**config.mk**
```make
export PLATFORM = sky130hd
export DESIGN_NAME = ps_arbiter_flat
export DESIGN_NICKNAME = d
export VERILOG_FILES = /design/src/rtl/ps_pkg.sv /design/src/rtl/ps_arbiter_if.sv /design/src/rtl/rr_prio_encoder.sv /design/src/rtl/ps_arbiter.sv /design/src/flat_wrapper.sv
export SDC_FILE = /design/constraint.sdc
export NUM_CORES = 1
export LEC_CHECK = 0
export CAP_MARGIN = 10
export CELL_PAD_IN_SITES_DETAIL_PLACEMENT = 0
export CELL_PAD_IN_SITES_GLOBAL_PLACEMENT = 2
export CORE_ASPECT_RATIO = 0.5
export CORE_MARGIN = 5
export CORE_UTILIZATION = 30
export DETAILED_ROUTE_END_ITERATION = 16
export DONT_BUFFER_PORTS = 1
export MAX_ROUTING_LAYER = met4
export PLACE_DENSITY_LB_ADDON = 0.25
export SYNTH_ARGS = -nofsm -noshare
export SYNTH_HDL_FRONTEND = slang
export SYNTH_HIERARCHICAL = 1
export SYNTH_SLANG_ARGS = --single-unit
```
**constraint.sdc**
```tcl
create_clock -name clk -period 2.5 [get_ports clk]
set_input_delay 0.25 -clock clk [delete_from_list [all_inputs] [get_ports clk]]
set_output_delay 0.25 -clock clk [all_outputs]
set_load 0.02 [all_outputs]
```
**src/rtl/ps_pkg.sv**
```systemverilog
// Shared types and helpers for the PacketStream arbiter and anything that
// needs to size a channel index the same way.
package ps_pkg;

  typedef enum logic {
    IDLE = 1'b0,
    LOCK = 1'b1
  } ps_state_e;

  // Width of a channel index; a single channel still needs one bit.
  function automatic int sel_w(input int n);
    return (n > 1) ? $clog2(n) : 1;
  endfunction

endpackage

```
**src/rtl/ps_arbiter_if.sv**
```systemverilog
// PacketStream bundle for the arbiter: COUNT inbound channels, one outbound
// stream and the index of the channel currently driving it.
interface ps_arbiter_if
  import ps_pkg::*;
#(
  parameter int WIDTH = 8,
  parameter int COUNT = 4
);

  localparam int SW = sel_w(COUNT);

  logic [COUNT*WIDTH-1:0] i_dat;
  logic [COUNT-1:0]       i_val;
  logic [COUNT-1:0]       i_eop;
  logic [COUNT-1:0]       i_rdy;
  logic [WIDTH-1:0]       o_dat;
  logic                   o_val;
  logic                   o_eop;
  logic                   o_rdy;
  logic [SW-1:0]          o_sel;

  // master: the arbiter itself; slave: sources and sink around it
  modport master (
    input  i_dat, i_val, i_eop, o_rdy,
    output i_rdy, o_dat, o_val, o_eop, o_sel
  );

  modport slave (
    output i_dat, i_val, i_eop, o_rdy,
    input  i_rdy, o_dat, o_val, o_eop, o_sel
  );

endinterface

```
**src/rtl/rr_prio_encoder.sv**
```systemverilog
// Rotating priority encoder: first set bit of req searching start, start+1, ...
// wrapping at COUNT (works for non-power-of-two COUNT).
module rr_prio_encoder #(
  parameter int COUNT = 4,
  parameter int IDX_W = 2
) (
  input  logic [COUNT-1:0] req,
  input  logic [IDX_W-1:0] start,
  output logic             found,
  output logic [IDX_W-1:0] idx
);

  // Lowest request overall covers the wrapped case; lowest request at or
  // above start overrides it when one exists.
  always_comb begin
    found = 1'b0;
    idx   = '0;
    for (int k = COUNT - 1; k >= 0; k--) begin
      if (req[k]) begin
        found = 1'b1;
        idx   = IDX_W'(k);
      end
    end
    for (int k = COUNT - 1; k >= 0; k--) begin
      if (req[k] && (IDX_W'(k) >= start)) begin
        idx = IDX_W'(k);
      end
    end
  end

endmodule

```
**src/rtl/ps_arbiter.sv**
```systemverilog
// Packet-atomic round-robin arbiter merging COUNT PacketStream channels into one.
//   state | meaning
//   IDLE  | no owner; candidate from rotating search drives output combinationally
//   LOCK  | channel sel_reg owns the output until its eop word transfers
module ps_arbiter
  import ps_pkg::*;
#(
  parameter int WIDTH = 8,
  parameter int COUNT = 4
) (
  input logic          clk,
  input logic          rst,
  ps_arbiter_if.master bus
);

  localparam int SW = sel_w(COUNT);

  generate
    if (COUNT == 1) begin : g_pass
      assign bus.o_dat = bus.i_dat;
      assign bus.o_val = bus.i_val[0];
      assign bus.o_eop = bus.i_eop[0];
      assign bus.i_rdy = bus.o_rdy;
      assign bus.o_sel = '0;
    end else begin : g_arb
      ps_state_e        state;
      logic [SW-1:0]    ptr;
      logic [SW-1:0]    sel_reg;
      logic [SW-1:0]    cand;
      logic [SW-1:0]    sel;
      logic             found;
      logic             act;
      logic             val_m;
      logic             eop_m;
      logic             eop_xfer;
      logic [WIDTH-1:0] dat_m;
      logic [COUNT-1:0] rdy_m;

      rr_prio_encoder #(
        .COUNT (COUNT),
        .IDX_W (SW)
      ) u_prio (
        .req   (bus.i_val),
        .start (ptr),
        .found (found),
        .idx   (cand)
      );

      always_comb begin
        sel   = (state == LOCK) ? sel_reg : cand;
        act   = (state == LOCK) || found;
        dat_m = '0;
        val_m = 1'b0;
        eop_m = 1'b0;
        rdy_m = '0;
        for (int k = 0; k < COUNT; k++) begin
          if (sel == SW'(k)) begin
            dat_m    = bus.i_dat[k*WIDTH +: WIDTH];
            val_m    = act && bus.i_val[k];
            eop_m    = act && bus.i_eop[k];
            rdy_m[k] = act && bus.o_rdy;
          end
        end
        eop_xfer = val_m && eop_m && bus.o_rdy;
      end

      assign bus.o_dat = dat_m;
      assign bus.o_val = val_m;
      assign bus.o_eop = eop_m;
      assign bus.i_rdy = rdy_m;
      assign bus.o_sel = sel;

      always_ff @(posedge clk) begin
        if (rst) begin
          state   <= IDLE;
          ptr     <= '0;
          sel_reg <= '0;
        end else begin
          unique case (state)
            IDLE: begin
              if (found) begin
                if (eop_xfer) begin
                  ptr <= (cand == SW'(COUNT - 1)) ? '0 : cand + 1'b1;
                end else begin
                  state   <= LOCK;
                  sel_reg <= cand;
                end
              end
            end
            LOCK: begin
              if (eop_xfer) begin
                state <= IDLE;
                ptr   <= (sel_reg == SW'(COUNT - 1)) ? '0 : sel_reg + 1'b1;
              end
            end
            default: state <= IDLE;
          endcase
        end
      end
    end
  endgenerate

endmodule

```
**src/flat_wrapper.sv**
```systemverilog
// flat-port wrapper written by rule: the top's interface ports become plain ports
module ps_arbiter_flat import ps_pkg::*;
#(
  parameter int WIDTH = 8,
  parameter int COUNT = 4
)
  (clk, rst, bus_i_dat, bus_i_val, bus_i_eop, bus_o_rdy, bus_i_rdy, bus_o_dat, bus_o_val, bus_o_eop, bus_o_sel);
  ps_arbiter_if #(.WIDTH(WIDTH), .COUNT(COUNT)) bus_i ();
  input logic clk;
  input logic rst;
  input wire logic [$bits(bus_i.i_dat)-1:0] bus_i_dat;
  input wire logic [$bits(bus_i.i_val)-1:0] bus_i_val;
  input wire logic [$bits(bus_i.i_eop)-1:0] bus_i_eop;
  input wire logic [$bits(bus_i.o_rdy)-1:0] bus_o_rdy;
  output wire logic [$bits(bus_i.i_rdy)-1:0] bus_i_rdy;
  output wire logic [$bits(bus_i.o_dat)-1:0] bus_o_dat;
  output wire logic [$bits(bus_i.o_val)-1:0] bus_o_val;
  output wire logic [$bits(bus_i.o_eop)-1:0] bus_o_eop;
  output wire logic [$bits(bus_i.o_sel)-1:0] bus_o_sel;
  assign bus_i.i_dat = bus_i_dat;
  assign bus_i.i_val = bus_i_val;
  assign bus_i.i_eop = bus_i_eop;
  assign bus_i.o_rdy = bus_o_rdy;
  assign bus_i_rdy = bus_i.i_rdy;
  assign bus_o_dat = bus_i.o_dat;
  assign bus_o_val = bus_i.o_val;
  assign bus_o_eop = bus_i.o_eop;
  assign bus_o_sel = bus_i.o_sel;
  ps_arbiter #(.WIDTH(WIDTH), .COUNT(COUNT)) u_core (.clk(clk), .rst(rst), .bus(bus_i));
endmodule
```
Word-level counts from Yosys, hierarchy flattened

Cells that the tools add are included.

Register bits after elaboration: 5
Input port bits: 43

Bitwise logic cells: 2
Add/subtract/negate cells: 2
Order comparisons: 4
Reduce and logical (&&, ||, !) cells: 19
Muxes and demuxes: 38
Eq/ne operators: 8

Operators by type and width:

| kind                | count |
|---|---|
| $mux 8              | 4 |
| $mux 2              | 14 |
| $mux 1              | 18 |
| $logic_and 1x1->1   | 15 |
| $eq 2x2->1 const B  | 4 |
| $reduce_and 3->1    | 2 |
| $add 2x1->2 const B | 2 |
| $ge 1x2->1 const A  | 2 |
| $ge 2x2->1 const A  | 2 |
| $ne 2x1->1 const B  | 2 |
| $pmux 2 s2          | 1 |
| $eq 2x1->1 const B  | 1 |
| $logic_not 2->1     | 1 |
| $ne 2x2->1 const B  | 1 |
| $not 1->1           | 2 |
| $pmux 1 s2          | 1 |
| $logic_or 1x1->1    | 1 |

Depth between registers and ports, before layout

Depth after elaboration: 19
Depth in mapped cells: 10
Mapped depth without buffers: 9

Cells and area by module

Netlist, hierarchy kept.

By module, submodules not included:

| module          | instances | cells an instance | area each (um^2) |
|---|---|---|---|
| ps_arbiter      | 1         | 106               | 773.2 |
| rr_prio_encoder | 1         | 15                | 81.3 |

Worst setup path after synthesis

Ideal clock, no wire load.

Kind: reg-to-output
Start point: reg u_core.g_arb.ptr[0]
End point: out bus_o_eop
Arrival: 1.984 ns
Data required time: 2.250 ns
Slack: 0.266 ns
Cell stages (with the launch flop): 8
Cell sequence: dfxtp_1 inv_1 a22o_1 a211oi_2 mux2i_4 inv_2 clkbuf_1 mux2i_1

Cells in the longest elaborated chain, start to end: 12
Elaborated cells between the ends (all ways): 21
Those cells by class: 4 x order compare; 3 x eq/ne; 9 x mux; 5 x reduce/logical

Ends and longest elaborated chain:

| item                     | RTL line              | RTL |
|---|---|---|
| start, declared          | ps_arbiter.sv:27      | `logic [SW-1:0] ptr;` |
| start signal, assigned   | ps_arbiter.sv:83      | `ptr <= (cand == SW'(COUNT - 1)) ? '0 : cand + 1'b1;` |
| start signal, assigned   | ps_arbiter.sv:93      | `ptr <= (sel_reg == SW'(COUNT - 1)) ? '0 : sel_reg + 1'b1;` |
| $ge 2x2->1               | rr_prio_encoder.sv:25 | `if (req[k] && (IDX_W'(k) >= start)) begin` |
| $logic_and 1x1->1        | rr_prio_encoder.sv:25 |  |
| $mux 2 (3 in a row)      | rr_prio_encoder.sv:25 |  |
| $mux 2 *                 | rr_prio_encoder.sv:25 |  |
| net u_core.g_arb.cand[0] | ps_arbiter.sv:29      | `logic [SW-1:0] cand;` |
| $mux 2 *                 | ps_arbiter.sv:50      | `sel = (state == LOCK) ? sel_reg : cand;` |
| net bus_o_sel[0]         | flat_wrapper.sv:19    | `output wire logic [$bits(bus_i.o_sel)-1:0] bus_o_sel;` |
| $logic_not 2->1          | ps_arbiter.sv:57      | `if (sel == SW'(k)) begin` |
| $mux 1 (3 in a row)      | ps_arbiter.sv:57      |  |
| $mux 1 *                 | ps_arbiter.sv:57      |  |
| end, declared            | flat_wrapper.sv:18    | `output wire logic [$bits(bus_i.o_eop)-1:0] bus_o_eop;` |

Mark *: on every way through the listed nets, which the timed path passes. The rest lies on a longest branch.

Final worst setup path

Start point: reg u_core.g_arb.ptr[1]
End point: out bus_o_dat[0]

Cells in the longest elaborated chain, start to end: 12
Elaborated cells between the ends (all ways): 21
Those cells by class: 4 x order compare; 3 x eq/ne; 9 x mux; 5 x reduce/logical

Ends and longest elaborated chain:

| item                     | RTL line              | RTL |
|---|---|---|
| $ge 2x2->1               | rr_prio_encoder.sv:25 |  |
| $logic_and 1x1->1        | rr_prio_encoder.sv:25 |  |
| $mux 2 (3 in a row)      | rr_prio_encoder.sv:25 |  |
| $mux 2 *                 | rr_prio_encoder.sv:25 |  |
| net u_core.g_arb.cand[1] | ps_arbiter.sv:29      |  |
| $mux 2 *                 | ps_arbiter.sv:50      |  |
| $logic_not 2->1          | ps_arbiter.sv:57      |  |
| $mux 8 (3 in a row)      | ps_arbiter.sv:57      |  |
| $mux 8 *                 | ps_arbiter.sv:57      |  |
| end, declared            | flat_wrapper.sv:16    | `output wire logic [$bits(bus_i.o_dat)-1:0] bus_o_dat;` |

Marked as above.

==> results.yml <==
synthesis:
  syn_inst: 121
  synthArstFlopShare_pct: 0
  synthTopCellsByArea: "nand2_1 16%, dfxtp_1 12%, mux2_4 7.0%"
  synth_top_flop_cell: "dfxtp_1"
  synth_warnings: 6
  ys_types: 33
  synth_top_area_cell: "nand2_1"
  ys_seq_area_share_pct: 11.7
  synth-edff-count: 0
  synth_area_per_cell_um2: 7.06
  syn-num-nets: 164
  synth.top_cell.area_share_pct: 15.8
  synth-seq-cells: 5
  synth_area_um2: 855
worst_hold_path:
  min_from: "rst"
  hold_path_class: "input pin to flip-flop"
  min_to: "u_core/g_arb.ptr[1]$_SDFFE_PP0P_"
  whs_path_depth: 1
worst_setup_path:
  required_ns: 2.25
  crit_type: "flip-flop to primary output"
  r2r_cells: 10
  reg2reg_from: "u_core/g_arb.ptr[1]$_SDFFE_PP0P_"
  crit_arrival_ns: 2.02
  reg2reg_slack_ns: 0.37
  endpoint_kind: "primary output"
  cp_max_fo: 19
  r2r_end: "u_core/g_arb.ptr[0]$_SDFFE_PP0P_"
  start_kind: "flip-flop"
sta:
  finalWorstSetupSlack_ns: 0.230
  fmax_mhz: 440
  slew_headroom_pct: 73.0
  rsz0062_at_grt: "false"
  final-setup-viol-count: 0
  tns_ns: 0
  clock_skew_ns: 0.000965
  slew_violations: 0
  finalCriticalPeriod_ns: 2.27
  holdWs_ns: 0.0933
  tightestPinTransition_ns: 0.404
  timing_hold_violations_final: 0
  finalCritPeriodShare_pct: 90.8
cells_and_area:
  final_common_cell: "nand2_1"
  n_antenna_cell: 0
  fin_area_um2: 1040
  mostFrequentLayoutCells: "36 x nand2_1, 18 x buf_4, 9 x nor2_1, 8 x and3_1, 8 x a31oi_1"
  finish.utilization_pct: 39.1
  drive_gt1_share_pct: 30.1
  layout.nets: 180
  syn_to_final_growth_pct: 21.4
  fillCellCount: 291
die:
  io_pins: 59
  rows: 13
  coreArea_um2: 2650
  dieHeight_um: 47.7
  die_area_um2: 4080
  start_util_pct: 32.2
  die_w_um: 85.5
power:
  p_sw_share_pct: 39.9
  p_switching_uw: 224
  pwr-share-seq_pct: 17.4
  p_clk_share_pct: 25.9
  p_comb_share_pct: 56.7
  p_leak_nw: 0.469
  power_density_nw_per_um2: 540
  max-vdd-ir-drop_mv: 0.302
  intPower_uw: 337
outcome:
  status: "finished clean"
clock_tree:
  cts_buffers: 3
  cts_tree: "built"
  clk_pin_slew_worst_paths_ns: 0.03
  htreeDepth: 1
  insertion_delay_ns: 0.22
  cts_buffer_depth: 2
  clock-sinks: 5
  postCtsHoldBufs: 0
  clock-root-buffer: "clkbuf_8"
drt:
  drt_first_pass_iters: 2
  antenna_left: 0
  drtIter0Drc: 20
  routed_wl_mm: 2.48
  avgViaCountPerCell: 5.04
  drc: 0
  vias: 872
  wl_per_cell_um: 14.3
placed_design:
  dp_slack_ns: 0.347
  placed_cell_area_um2: 987
  place_hpwl_mm: 2.02
  io_buffers: 0
  gp_congestion: 0.756
global_route:
  overflow: 0
  grt_max_degree: 20
  grt_pass1_wl_mm: 3.77
  grt_antenna_before_repair: 0
  grt_pass1_vias: 815
  track_usage_pct: 12.0
job:
  drv_cap: 0
metal layers:
layer / vias to the layer above / track usage, % / wire [um]
li1: 451 / - / -
met1: 391 / 13.0 / 1020
met2: 30 / 21.8 / 1190
met3: 0 / 6.19 / 272
met4: 0 / 0 / 0
met5: - / - / 0
power by group through the flow:
stage | combinational, mW | sequential, mW | clock [mW]
floorplan | 0.239 | 0.0919 | 0
global placement | 0.321 | 0.0985 | 0
detailed placement | 0.320 | 0.0986 | 0
CTS | 0.321 | 0.0975 | 0.150
global route | 0.343 | 0.0990 | 0.158
finish | 0.318 | 0.0977 | 0.145
worst max path at each step:
stage | startpoint | endpoint | depth (start not counted)
6_report | u_core/g_arb.ptr[1]$_SDFFE_PP0P_ | bus_o_dat[0] | 10
3_5_place_dp | u_core/g_arb.ptr[1]$_SDFFE_PP0P_ | u_core/g_arb.ptr[0]$_SDFFE_PP0P_ | 10
5_1_grt | u_core/g_arb.ptr[1]$_SDFFE_PP0P_ | bus_o_dat[5] | 10
4_1_cts | u_core/g_arb.ptr[1]$_SDFFE_PP0P_ | bus_o_dat[0] | 10
2_1_floorplan | u_core/g_arb.ptr[0]$_SDFFE_PP0P_ | bus_o_eop | 7
3_3_place_gp | u_core/g_arb.ptr[1]$_SDFFE_PP0P_ | u_core/g_arb.ptr[0]$_SDFFE_PP0P_ | 10
final cells by class:
cell class	instances	area (um2)	area share, %
Clock buffer	4	45.0	4.34
Inverter	5	18.8	1.81
Multi-Input combinational cell	103	679	65.5
Sequential cell	5	101	9.77
Tap cell	37	46.3	4.46
Timing Repair Buffer	19	146	14.1
repair_timing:
action | CTS | global route
endpoints found under the setup margin | 0 | 8
gates resized for setup | 0 | 2
setup buffers | 0 | 0
kinds of logic after synthesis:
logic type      after synthesis  synth area share [%]
mux                          13                  20.1
compound gates               26                  24.2
buf+inv                      13                  8.78
xor+xnor                      2                  2.05
flops                         5                  11.7
simple gates                 62                  33.2
critical path, cell delays in order (launching register included):
cell and delay [ns]:
dfxtp_2 0.33, a21oi_1 0.11, o21ai_0 0.08, a21oi_1 0.14, buf_4 0.20, mux2i_2 0.10
inv_2 0.26, nand2_1 0.08, and3_1 0.19, a31oi_1 0.14, buf_4 0.16
per-stage QoR:
step,total power [mW],instances
after floorplan,0.331,121
after global placement,0.419,169
after detailed placement,0.419,169
after CTS,0.568,173
after global routing,0.601,173
final,0.560,173
Yosys cell counts, types with 2 or more instances:
library cell  instances
nand3_1               2
buf_6                 2
inv_2                 2
a22oi_2               4
nor3_2                2
a21oi_1               7
inv_1                 3
buf_4                 2
buf_2                 3
mux2_4                4
dfxtp_1               5
nand2_1              36
a31oi_1               8
and3_1                8
nor2_1                9
a21bo_1               2
mux2i_1               3
mux2_1                3
nand2b_1              2
Note: power is estimated with default switching activity, not from simulation.
